<file path="src/rtl/usb_pkg.sv">
// Shared USB host definitions: packet IDs, engine states and default token addressing.
package usb_pkg;

    typedef enum logic [3:0] {
        PID_OUT   = 4'b0001,
        PID_IN    = 4'b1001,
        PID_DATA0 = 4'b0011,
        PID_ACK   = 4'b0010,
        PID_NAK   = 4'b1010
    } pid_t;

    typedef enum logic [2:0] {
        IDLE,
        TX_TOKEN,
        TX_DATA,
        WAIT_HS,
        WAIT_DATA,
        TX_HS
    } state_t;

    localparam logic [6:0] DEFAULT_DEV_ADDR = 7'd5;
    localparam logic [3:0] DEFAULT_ENDP_OUT = 4'd4;
    localparam logic [3:0] DEFAULT_ENDP_IN  = 4'd8;

    function automatic pid_t token_pid(input logic is_out);
        return is_out ? PID_OUT : PID_IN;
    endfunction

endpackage

</file>
<file path="src/rtl/usb_timeout_timer.sv">
// Wait-state watchdog: counts enabled cycles from a cleared start and flags the last allowed one.
module usb_timeout_timer #(
    parameter int TIMEOUT_CYCLES = 255
) (
    input  logic clk,
    input  logic rst_b,
    input  logic clear,
    input  logic enable,
    output logic expired
);

    localparam int             W    = $clog2(TIMEOUT_CYCLES + 1);
    localparam logic [W-1:0]   LAST = W'(TIMEOUT_CYCLES - 1);

    logic [W-1:0] count;

    // NOTE: sequential state always uses non-blocking assignments so every flop samples pre-edge values.
    always_ff @(posedge clk or negedge rst_b) begin
        if (!rst_b) begin
            count <= '0;
        end else if (clear) begin
            count <= '0;
        end else if (enable && !expired) begin
            count <= count + 1'b1;
        end
    end

    assign expired = enable && (count == LAST);

endmodule

</file>
<file path="src/rtl/usb_protocol_fsm.sv">
// Transaction-level USB host engine: token / data / handshake exchange with retry on NAK,
// corruption or timeout, reporting a one-cycle success or failure pulse.
module usb_protocol_fsm
    import usb_pkg::*;
#(
    parameter int         MAX_RETRY      = 8,
    parameter int         TIMEOUT_CYCLES = 255,
    parameter logic [6:0] DEV_ADDR       = DEFAULT_DEV_ADDR,
    parameter logic [3:0] ENDP_OUT       = DEFAULT_ENDP_OUT,
    parameter logic [3:0] ENDP_IN        = DEFAULT_ENDP_IN
) (
    input  logic        clk,
    input  logic        rst_b,
    input  logic        in_trans,
    input  logic        out_trans,
    input  logic [63:0] data_to_device,
    output logic        success,
    output logic        failure,
    output logic [63:0] data_from_device,
    output logic        tx_start,
    output logic [3:0]  tx_pid,
    output logic [6:0]  tx_addr,
    output logic [3:0]  tx_endp,
    output logic [63:0] tx_data,
    input  logic        tx_done,
    input  logic        rx_valid,
    input  logic [3:0]  rx_pid,
    input  logic [63:0] rx_data,
    input  logic        rx_error
);

    localparam int                 RETRY_W    = $clog2(MAX_RETRY + 1);
    localparam logic [RETRY_W-1:0] LAST_RETRY = RETRY_W'(MAX_RETRY - 1);

    state_t             state;
    logic               is_out;
    logic [63:0]        payload;
    logic [RETRY_W-1:0] retry_cnt;
    logic               in_wait;
    logic               expired;
    logic               attempt_lost;

    assign in_wait = (state == WAIT_HS) || (state == WAIT_DATA);

    // Held clear outside the wait states, so every wait-state entry starts from zero.
    usb_timeout_timer #(
        .TIMEOUT_CYCLES(TIMEOUT_CYCLES)
    ) u_timer (
        .clk    (clk),
        .rst_b  (rst_b),
        .clear  (!in_wait),
        .enable (in_wait),
        .expired(expired)
    );

    // NOTE: the default assignment at the top keeps this block free of inferred latches.
    always_comb begin
        attempt_lost = 1'b0;
        case (state)
            WAIT_HS:   attempt_lost = rx_valid ? !(rx_pid == PID_ACK && !rx_error) : expired;
            WAIT_DATA: attempt_lost = !rx_valid && expired;
            TX_HS:     attempt_lost = tx_done && (tx_pid != PID_ACK);
            default:   attempt_lost = 1'b0;
        endcase
    end

    always_ff @(posedge clk or negedge rst_b) begin
        if (!rst_b) begin
            state            <= IDLE;
            is_out           <= 1'b0;
            payload          <= '0;
            retry_cnt        <= '0;
            success          <= 1'b0;
            failure          <= 1'b0;
            data_from_device <= '0;
            tx_start         <= 1'b0;
            tx_pid           <= '0;
            tx_addr          <= '0;
            tx_endp          <= '0;
            tx_data          <= '0;
        end else begin
            success  <= 1'b0;
            failure  <= 1'b0;
            tx_start <= 1'b0;

            case (state)
                IDLE: begin
                    if (out_trans || in_trans) begin
                        is_out    <= out_trans;
                        retry_cnt <= '0;
                        if (out_trans) payload <= data_to_device;
                        state     <= TX_TOKEN;
                        tx_start  <= 1'b1;
                        tx_pid    <= token_pid(out_trans);
                        tx_addr   <= DEV_ADDR;
                        tx_endp   <= out_trans ? ENDP_OUT : ENDP_IN;
                    end
                end
                TX_TOKEN: begin
                    if (tx_done) begin
                        if (is_out) begin
                            state    <= TX_DATA;
                            tx_start <= 1'b1;
                            tx_pid   <= PID_DATA0;
                            tx_data  <= payload;
                        end else begin
                            state <= WAIT_DATA;
                        end
                    end
                end
                TX_DATA: begin
                    if (tx_done) state <= WAIT_HS;
                end
                WAIT_HS: begin
                    if (rx_valid && !attempt_lost) begin
                        success <= 1'b1;
                        state   <= IDLE;
                    end
                end
                WAIT_DATA: begin
                    if (rx_valid) begin
                        state    <= TX_HS;
                        tx_start <= 1'b1;
                        if (rx_pid == PID_DATA0 && !rx_error) begin
                            data_from_device <= rx_data;
                            tx_pid           <= PID_ACK;
                        end else begin
                            tx_pid <= PID_NAK;
                        end
                    end
                end
                TX_HS: begin
                    if (tx_done && !attempt_lost) begin
                        success <= 1'b1;
                        state   <= IDLE;
                    end
                end
                default: state <= IDLE;
            endcase

            // A lost attempt overrides the per-state decisions above.
            if (attempt_lost) begin
                retry_cnt <= retry_cnt + 1'b1;
                if (retry_cnt == LAST_RETRY) begin
                    failure <= 1'b1;
                    state   <= IDLE;
                end else begin
                    state    <= TX_TOKEN;
                    tx_start <= 1'b1;
                    tx_pid   <= token_pid(is_out);
                    tx_addr  <= DEV_ADDR;
                    tx_endp  <= is_out ? ENDP_OUT : ENDP_IN;
                end
            end
        end
    end

endmodule

</file>
<file path="config.mk">
export PLATFORM = sky130hd
export DESIGN_NAME = usb_protocol_fsm
export DESIGN_NICKNAME = d
export VERILOG_FILES = /design/src/rtl/usb_pkg.sv /design/src/rtl/usb_timeout_timer.sv /design/src/rtl/usb_protocol_fsm.sv
export SDC_FILE = /design/constraint.sdc
export NUM_CORES = 1
export LEC_CHECK = 0
export ABC_AREA = 0
export BUFFER_PORTS_ARGS = -buffer_cell sky130_fd_sc_hd__clkbuf_2
export CORE_MARGIN = 3
export CORE_UTILIZATION = 25
export DETAILED_ROUTE_END_ITERATION = 16
export SYNTH_ARGS = -nofsm -noshare
export SYNTH_HDL_FRONTEND = slang
export SYNTH_SLANG_ARGS = --single-unit
</file>
<file path="constraint.sdc">
create_clock -name clk -period 2.2 [get_ports clk]
set_clock_uncertainty 0.1 [all_clocks]
set_input_delay 0.44 -clock clk [delete_from_list [all_inputs] [get_ports clk]]
set_output_delay 0.44 -clock clk [all_outputs]
set_load 0.005 [all_outputs]
</file>
=== Word level (Yosys, flattened, before mapping) ===
Index checks and enable logic that the tools add are counted.

* Output and inout port bits: 146
* Register bits after elaboration: 226

* Muxes and demuxes: 49
* Reductions and logical operators: 24
* Equal/unequal tests: 17
* $add $sub $neg: 2

{| class="wikitable"
|+ Operator list
! cell !! number
|-
| 4-bit two-way mux || 18
|-
| 7-bit two-way mux || 4
|-
| 3-bit two-way mux || 8
|-
| 3-bit case mux with 6 select lines || 1
|-
| 8-bit two-way mux || 2
|-
| 3-bit inequality test, second input constant || 5
|-
| 1-bit two-way mux || 12
|-
| 4-bit case mux with 3 select lines || 1
|-
| 3-bit AND reduction || 3
|-
| 8-bit by 1-bit adder with 8-bit output, second input constant || 1
|-
| 4-bit by 2-bit equality test with 1-bit output, second input constant || 2
|-
| 8-bit equality test, second input constant || 1
|-
| 1-bit logical AND || 8
|-
| 3-bit by 2-bit equality test with 1-bit output, second input constant || 2
|-
| 3-bit equality test, second input constant || 2
|-
| 1-bit case mux with 3 select lines || 2
|-
| 6-bit AND reduction || 1
|-
| 1-bit logical NOT || 5
|-
| 4-bit by 1-bit adder with 4-bit output, second input constant || 1
|-
| 4-bit by 3-bit equality test with 1-bit output, second input constant || 1
|-
| 4-bit by 2-bit inequality test with 1-bit output, second input constant || 1
|-
| 2-bit AND reduction || 2
|-
| 2-bit nonzero test || 2
|-
| 3-bit by 1-bit equality test with 1-bit output, second input constant || 1
|-
| 5 further kinds || 6
|}

=== Longest topological paths before layout ===
* Word-level depth: 10
* Gate-level depth with buffers: 8

=== Cells and area by module ===
From an unflattened synthesis, not the netlist that was laid out.

* Cells, all modules: 580
* Area total of the unflattened synthesis: 8956.1 µm²

{| class="wikitable"
|+ Modules (own cells, without submodules)
! module !! area each (µm²) !! sequential area each (µm²) !! times used !! cells an instance
|-
| usb_protocol_fsm || 8449.4 || 5455.2 || 1 || 532
|-
| usb_timeout_timer || 506.7 || 200.2 || 1 || 48
|}

=== Worst setup path after synthesis ===
No wires, ideal clock.

* Path kind: input -> register
* Start point: in rx_error
* End point: reg tx_endp[3]
* Data arrival time: 1.693 ns
* Required time: 1.975 ns
* Stages: 5
* Path slack: 0.282 ns
* Setup time: 0.125 ns
* Path through: nor4b_4 -> nand3b_1 -> a31oi_2 -> nand2b_4 -> mux2_2

* Cells in the longest elaborated chain, start to end: 6

{| class="wikitable"
|+ Ends and longest elaborated chain
! what !! RTL line !! RTL
|-
| start: declaration || usb_protocol_fsm.sv:29 || <nowiki>input logic rx_error</nowiki>
|-
| 1-bit logical NOT || usb_protocol_fsm.sv:60 || <nowiki>WAIT_HS: attempt_lost = rx_valid ? !(rx_pid == PID_ACK && !rx_error) : expired;</nowiki>
|-
| 1-bit logical AND || usb_protocol_fsm.sv:60 ||
|-
| 1-bit logical NOT || usb_protocol_fsm.sv:60 ||
|-
| 1-bit two-way mux || usb_protocol_fsm.sv:60 ||
|-
| 1-bit case mux with 3 select lines || usb_protocol_fsm.sv:59 || <nowiki>case (state)</nowiki>
|-
| 4-bit two-way mux || usb_protocol_fsm.sv:142 || <nowiki>if (attempt_lost) begin</nowiki>
|-
| end signal: assignment || usb_protocol_fsm.sv:96 || <nowiki>tx_endp <= out_trans ? ENDP_OUT : ENDP_IN;</nowiki>
|-
| end signal: assignment || usb_protocol_fsm.sv:152 || <nowiki>tx_endp <= is_out ? ENDP_OUT : ENDP_IN;</nowiki>
|-
| end: declaration || usb_protocol_fsm.sv:23 || <nowiki>output logic [3:0] tx_endp,</nowiki>
|}

No other way between the ends.
A chain may end at the register's enable or synchronous reset.

=== Final worst setup path ===
* Start point: reg state[1]
* End point: reg tx_data[49]

* Cells in the longest elaborated chain, start to end: 2

{| class="wikitable"
|+ Ends and longest elaborated chain
! what !! RTL line !! RTL
|-
| start: declaration || usb_protocol_fsm.sv:35 || <nowiki>state_t state;</nowiki>
|-
| start signal: assignment || usb_protocol_fsm.sv:69 || <nowiki>state <= IDLE;</nowiki>
|-
| start signal: assignment || usb_protocol_fsm.sv:92 || <nowiki>state <= TX_TOKEN;</nowiki>
|-
| start signal: assignment || usb_protocol_fsm.sv:102 || <nowiki>state <= TX_DATA;</nowiki>
|-
| 3-bit by 1-bit equality test with 1-bit output || usb_protocol_fsm.sv:86 || <nowiki>case (state)</nowiki>
|-
| 3-bit AND reduction (no source line) || -- ||
|-
| end signal: assignment || usb_protocol_fsm.sv:105 || <nowiki>tx_data <= payload;</nowiki>
|-
| end: declaration || usb_protocol_fsm.sv:24 || <nowiki>output logic [63:0] tx_data,</nowiki>
|}

No other way between the ends.

==> PnR_summary.wiki <==
{| class="wikitable"
! Metric !! Value
|-
| Outcome || finished clean
|-
| Overall routed net length || 23,200 um
|-
| Synthesized Nets || 709
|-
| End point of the critical path || tx_data[49]$_DFFE_PN0P_
|-
| Async set-reset flop share out of synthesis || 100%
|-
| Cell family contributing the most delay on the critical path || flip-flops
|-
| DP HPWL || 15,600 um
|-
| Width of the die || 195 um
|-
| Cell internal pwr || 11,000 uW
|-
| Number of nets in the layout || 1,123
|-
| #FFs+latches synth || 226
|-
| Share of synthesized cell area in full adder, half adder and majority cells || 0.421%
|-
| Pin count of the biggest net entering global routing || 65
|-
| Hold depth || 2
|-
| Reg clk slew, reported paths || 0.06 ns
|-
| TritonCTS buffer count || 27
|-
| Synthesized-area fraction occupied by ao, oa, aoi and oai cells || 2.62%
|-
| Chip Height || 195 um
|-
| Min Clock Period, post-route || 2.05 ns
|-
| Count of yosys warnings during synthesis || 0
|-
| Crit. End Element || register
|-
| Worst-path cell chain || nor4_4, buf_8, mux2_2
|-
| Combinational fraction of design power || 27.1%
|-
| Clock tree from TritonCTS || built
|-
| Crit path required time || 2.51 ns
|-
| Crit path max fanout || 32
|-
| # Max-Cap Violations || 0
|-
| Overall power consumption || 15,300 uW
|-
| Post-DRT Antenna Nets || 0
|-
| Remaining max-slew budget at the tightest pin || 62.8%
|-
| Initial antenna violation count || 2
|-
| Initial DRT Pass Iterations || 4
|-
| Floorplan die area || 38,000 um2
|-
| Portion of the clock cycle consumed by the worst path in the final layout || 93.2%
|-
| RSZ-0062 raised after global routing || no
|-
| Average wire per standard cell || 16.0 um
|-
| Critical-path cell with the highest stage delay || sky130_fd_sc_hd__dfrtp_1
|-
| Growth of design area from synthesis to finish || 46.2%
|-
| Setup Crit Path Kind || register to register
|-
| CORE AREA || 34,900 um2
|-
| Gate count of the mapped netlist || 567
|-
| Lkg Pwr || 0.00644 uW
|-
| Gr ovfl total || 0
|-
| Worst slew pin tran || 0.557 ns
|-
| Max Slew Vio Count || 0
|-
| Total buffers and inverters traversed by the critical path || 1
|-
| Global-route wire length before repair || 37,100 um
|-
| Power per unit of standard cell area || 1180 nW/um2
|-
| Number of unique standard cell types used by synthesis || 48
|-
| Largest family of logic cells by synthesized area || multiplexers
|-
| Post-synth EDFFs || 0
|-
| Setup TNS || 0 ns
|-
| Final weighted congestion of routability-driven global placement || 0.724
|-
| Max incr delay on CP || 0.55 ns
|-
| Initial detailed-routing violation count || 177
|-
| Post-Synth XOR/XNOR Area || 0.295%
|-
| Terminus of the critical flop-to-flop path || tx_data[49]$_DFFE_PN0P_
|-
| # H-tree levels || 1
|-
| Slack of the worst reg-to-reg path || 0.15 ns
|-
| CP Depth || 3
|-
| Worst-case clock buffer depth || 3
|-
| Commonest non-fill, non-tap cell in the layout || sky130_fd_sc_hd__clkbuf_2
|-
| P_sw || 4330 uW
|-
| Maximum clock rate || 0.487 GHz
|-
| Vias in the first global route || 6,869
|-
| TritonCTS Sinks || 226
|-
| Type of the worst min-delay path || input pin to register
|-
| Number of I/O port buffers || 284
|-
| Proportion of total power due to net switching || 28.3%
|-
| Peak supply drop || 648 uV
|-
| CP arrival || 2.37 ns
|-
| Synthesized area per cell || 15.7 um2
|-
| Total of fill cells in the finished design || 3,405
|-
| Post-synthesis instance area || 8910 um2
|-
| Later-pin clock latency in the skew report || 0.55 ns
|-
| Vias/cell || 4.24
|-
| Initial core utilization || 25.6%
|-
| Overall Global Routing Usage || 12.0%
|-
| Number of I/O pins || 285
|-
| Final setup violating endpoints || 0
|-
| Hold slack || 0.0374 ns
|-
| Launching point of the worst reg2reg path || state[1]$_DFFE_PN0P_
|-
| Clock Power Share || 31.1%
|-
| DRC violation count after routing || 0
|-
| Critical path origin || state[1]$_DFFE_PN0P_
|-
| Proportion of power drawn by flip-flops and latches || 41.8%
|-
| CP startpoint kind || register
|-
| Most common flop cell mapped by yosys || sky130_fd_sc_hd__dfrtp_1
|-
| Most used cells in the layout excluding fill and tap cells || 283 x sky130_fd_sc_hd__clkbuf_2, 224 x sky130_fd_sc_hd__dfrtp_1, 145 x sky130_fd_sc_hd__mux2_2
|-
| CTS Root Buffer Type || sky130_fd_sc_hd__clkbuf_16
|-
| Via count of the routed design || 6,171
|-
| Share of final-layout standard cells stronger than drive strength 1 || 53.6%
|-
| Mux contribution to synthesized area || 25.6%
|-
| Post-synthesis simple-gate area fraction || 4.97%
|-
| Sequential share of the synthesized area || 63.4%
|-
| Num rows || 68
|-
| Length in cells of the worst reg-to-reg path || 3
|-
| Final hold violations || 0
|}
==> cells in the mapped netlist (all sizes together) (2+ instances only) <==
| cell type | instances | area share, % |
|---|---|---|
| nor2 | 14 | 0.59 |
| o21ai | 10 | 0.56 |
| a21oi | 9 | 0.51 |
| nand4 | 3 | 0.21 |
| clkbuf | 3 | 0.13 |
| a31oi | 3 | 0.28 |
| nor3 | 3 | 0.42 |
| ha | 3 | 0.42 |
| nand3b | 5 | 0.42 |
| and3 | 10 | 0.70 |
| a311oi | 2 | 0.20 |
| mux2i | 3 | 0.34 |
| nand2b | 5 | 0.44 |
| nand3 | 9 | 0.65 |
| dfrtp | 226 | 63 |
| nor4bb | 2 | 0.22 |
| or3 | 3 | 0.21 |
| nand2 | 10 | 0.48 |
| buf | 25 | 2.3 |
| a21o | 2 | 0.17 |
| inv | 6 | 0.25 |
| xor2 | 2 | 0.20 |
| mux2 | 193 | 25 |
==> power by group through the flow <==
| stage | clock (uW) | sequential [uW] | combinational (uW) |
|---|---|---|---|
| final | 4760 | 6390 | 4160 |
| after global placement | 0 | 6390 | 3990 |
| after floorplan | 0 | 6310 | 2380 |
| after detailed placement | 0 | 6450 | 4070 |
| after CTS | 4970 | 6400 | 4240 |
| after global routing | 5160 | 6590 | 4580 |
==> worst register-to-register path, stage by stage (launching register included) <==
cell                      delay (ns)
sky130_fd_sc_hd__dfrtp_1        0.55
sky130_fd_sc_hd__nor4_4         0.54
sky130_fd_sc_hd__buf_8          0.36
sky130_fd_sc_hd__mux2_2         0.40
==> layer usage <==
layer / global-route usage, % / routed length, um
met5: 0 / 10
met4: 5.28 / 945
met3: 3.45 / 1500
met2: 20.5 / 11600
met1: 14.1 / 9220
==> per-stage QoR <==
step | utilization (%) | setup WS (ns) | area [um2] | std cells
after floorplan | - | 0.282 | 8910 | 567
after global placement | 31.5 | 0.0562 | 11000 | 1302
after detailed placement | 31.5 | 0.0654 | 11000 | 1302
after CTS | 37.2 | 0.0691 | 13000 | 1454
after global routing | 37.3 | 0.000636 | 13000 | 1457
final | 37.3 | 0.149 | 13000 | 1457
==> timing repair <==
item | in CTS | in global routing
gates resized for setup | 0 | 5
setup endpoints to repair | 0 | 67
setup buffers | 0 | 0
hold endpoints to repair | 156 | 1
hold buffers | 103 | 1
==> sequential cells by signal, indices dropped and copies added, names as in the netlist <==
| register | count |
|---|---|
| payload | 64 |
| state | 3 |
| u_timer.count | 8 |
| tx_addr | 7 |
| tx_endp | 4 |
| tx_pid | 4 |
| retry_cnt | 4 |
| tx_data | 64 |
| data_from_device | 64 |
| failure | 1 |
| success | 1 |
| is_out | 1 |
| tx_start | 1 |
==> worst min path at each step <==
stage | slack, ns | to | from
6_report | 0.04 | data_from_device[16]$_DFFE_PN0P_ | rx_data[16]
5_1_grt | 0.009 | payload[23]$_DFFE_PN0P_ | data_to_device[23]
4_1_cts | 0.0003 | payload[52]$_DFFE_PN0P_ | data_to_device[52]
3_5_place_dp | 0.34 | payload[22]$_DFFE_PN0P_ | rst_b
3_3_place_gp | 0.34 | payload[22]$_DFFE_PN0P_ | rst_b
2_1_floorplan | 0.04 | data_from_device[0]$_DFFE_PN0P_ | rst_b
==> area by class of cell <==
| cell class | count | area, um2 | share of cell area [%] |
|---|---|---|---|
| sequential | 226 | 5660 | 43.4 |
| timing repair buffer | 413 | 2770 | 21.3 |
| tap | 455 | 569 | 4.37 |
| clock buffer | 39 | 831 | 6.38 |
| antenna | 1 | 2.50 | 0.0192 |
| multi-input combinational | 307 | 3030 | 23.3 |
| clock inverter | 10 | 139 | 1.07 |
| inverter | 6 | 22.5 | 0.173 |
==> kinds of logic after synthesis <==
family | count (synthesis)
xor+xnor | 3
simple gates | 69
buf+inv | 34
flops | 226
compound gates | 36
mux | 196
fa+ha+maj | 3
(Power assumes the default switching activity.)
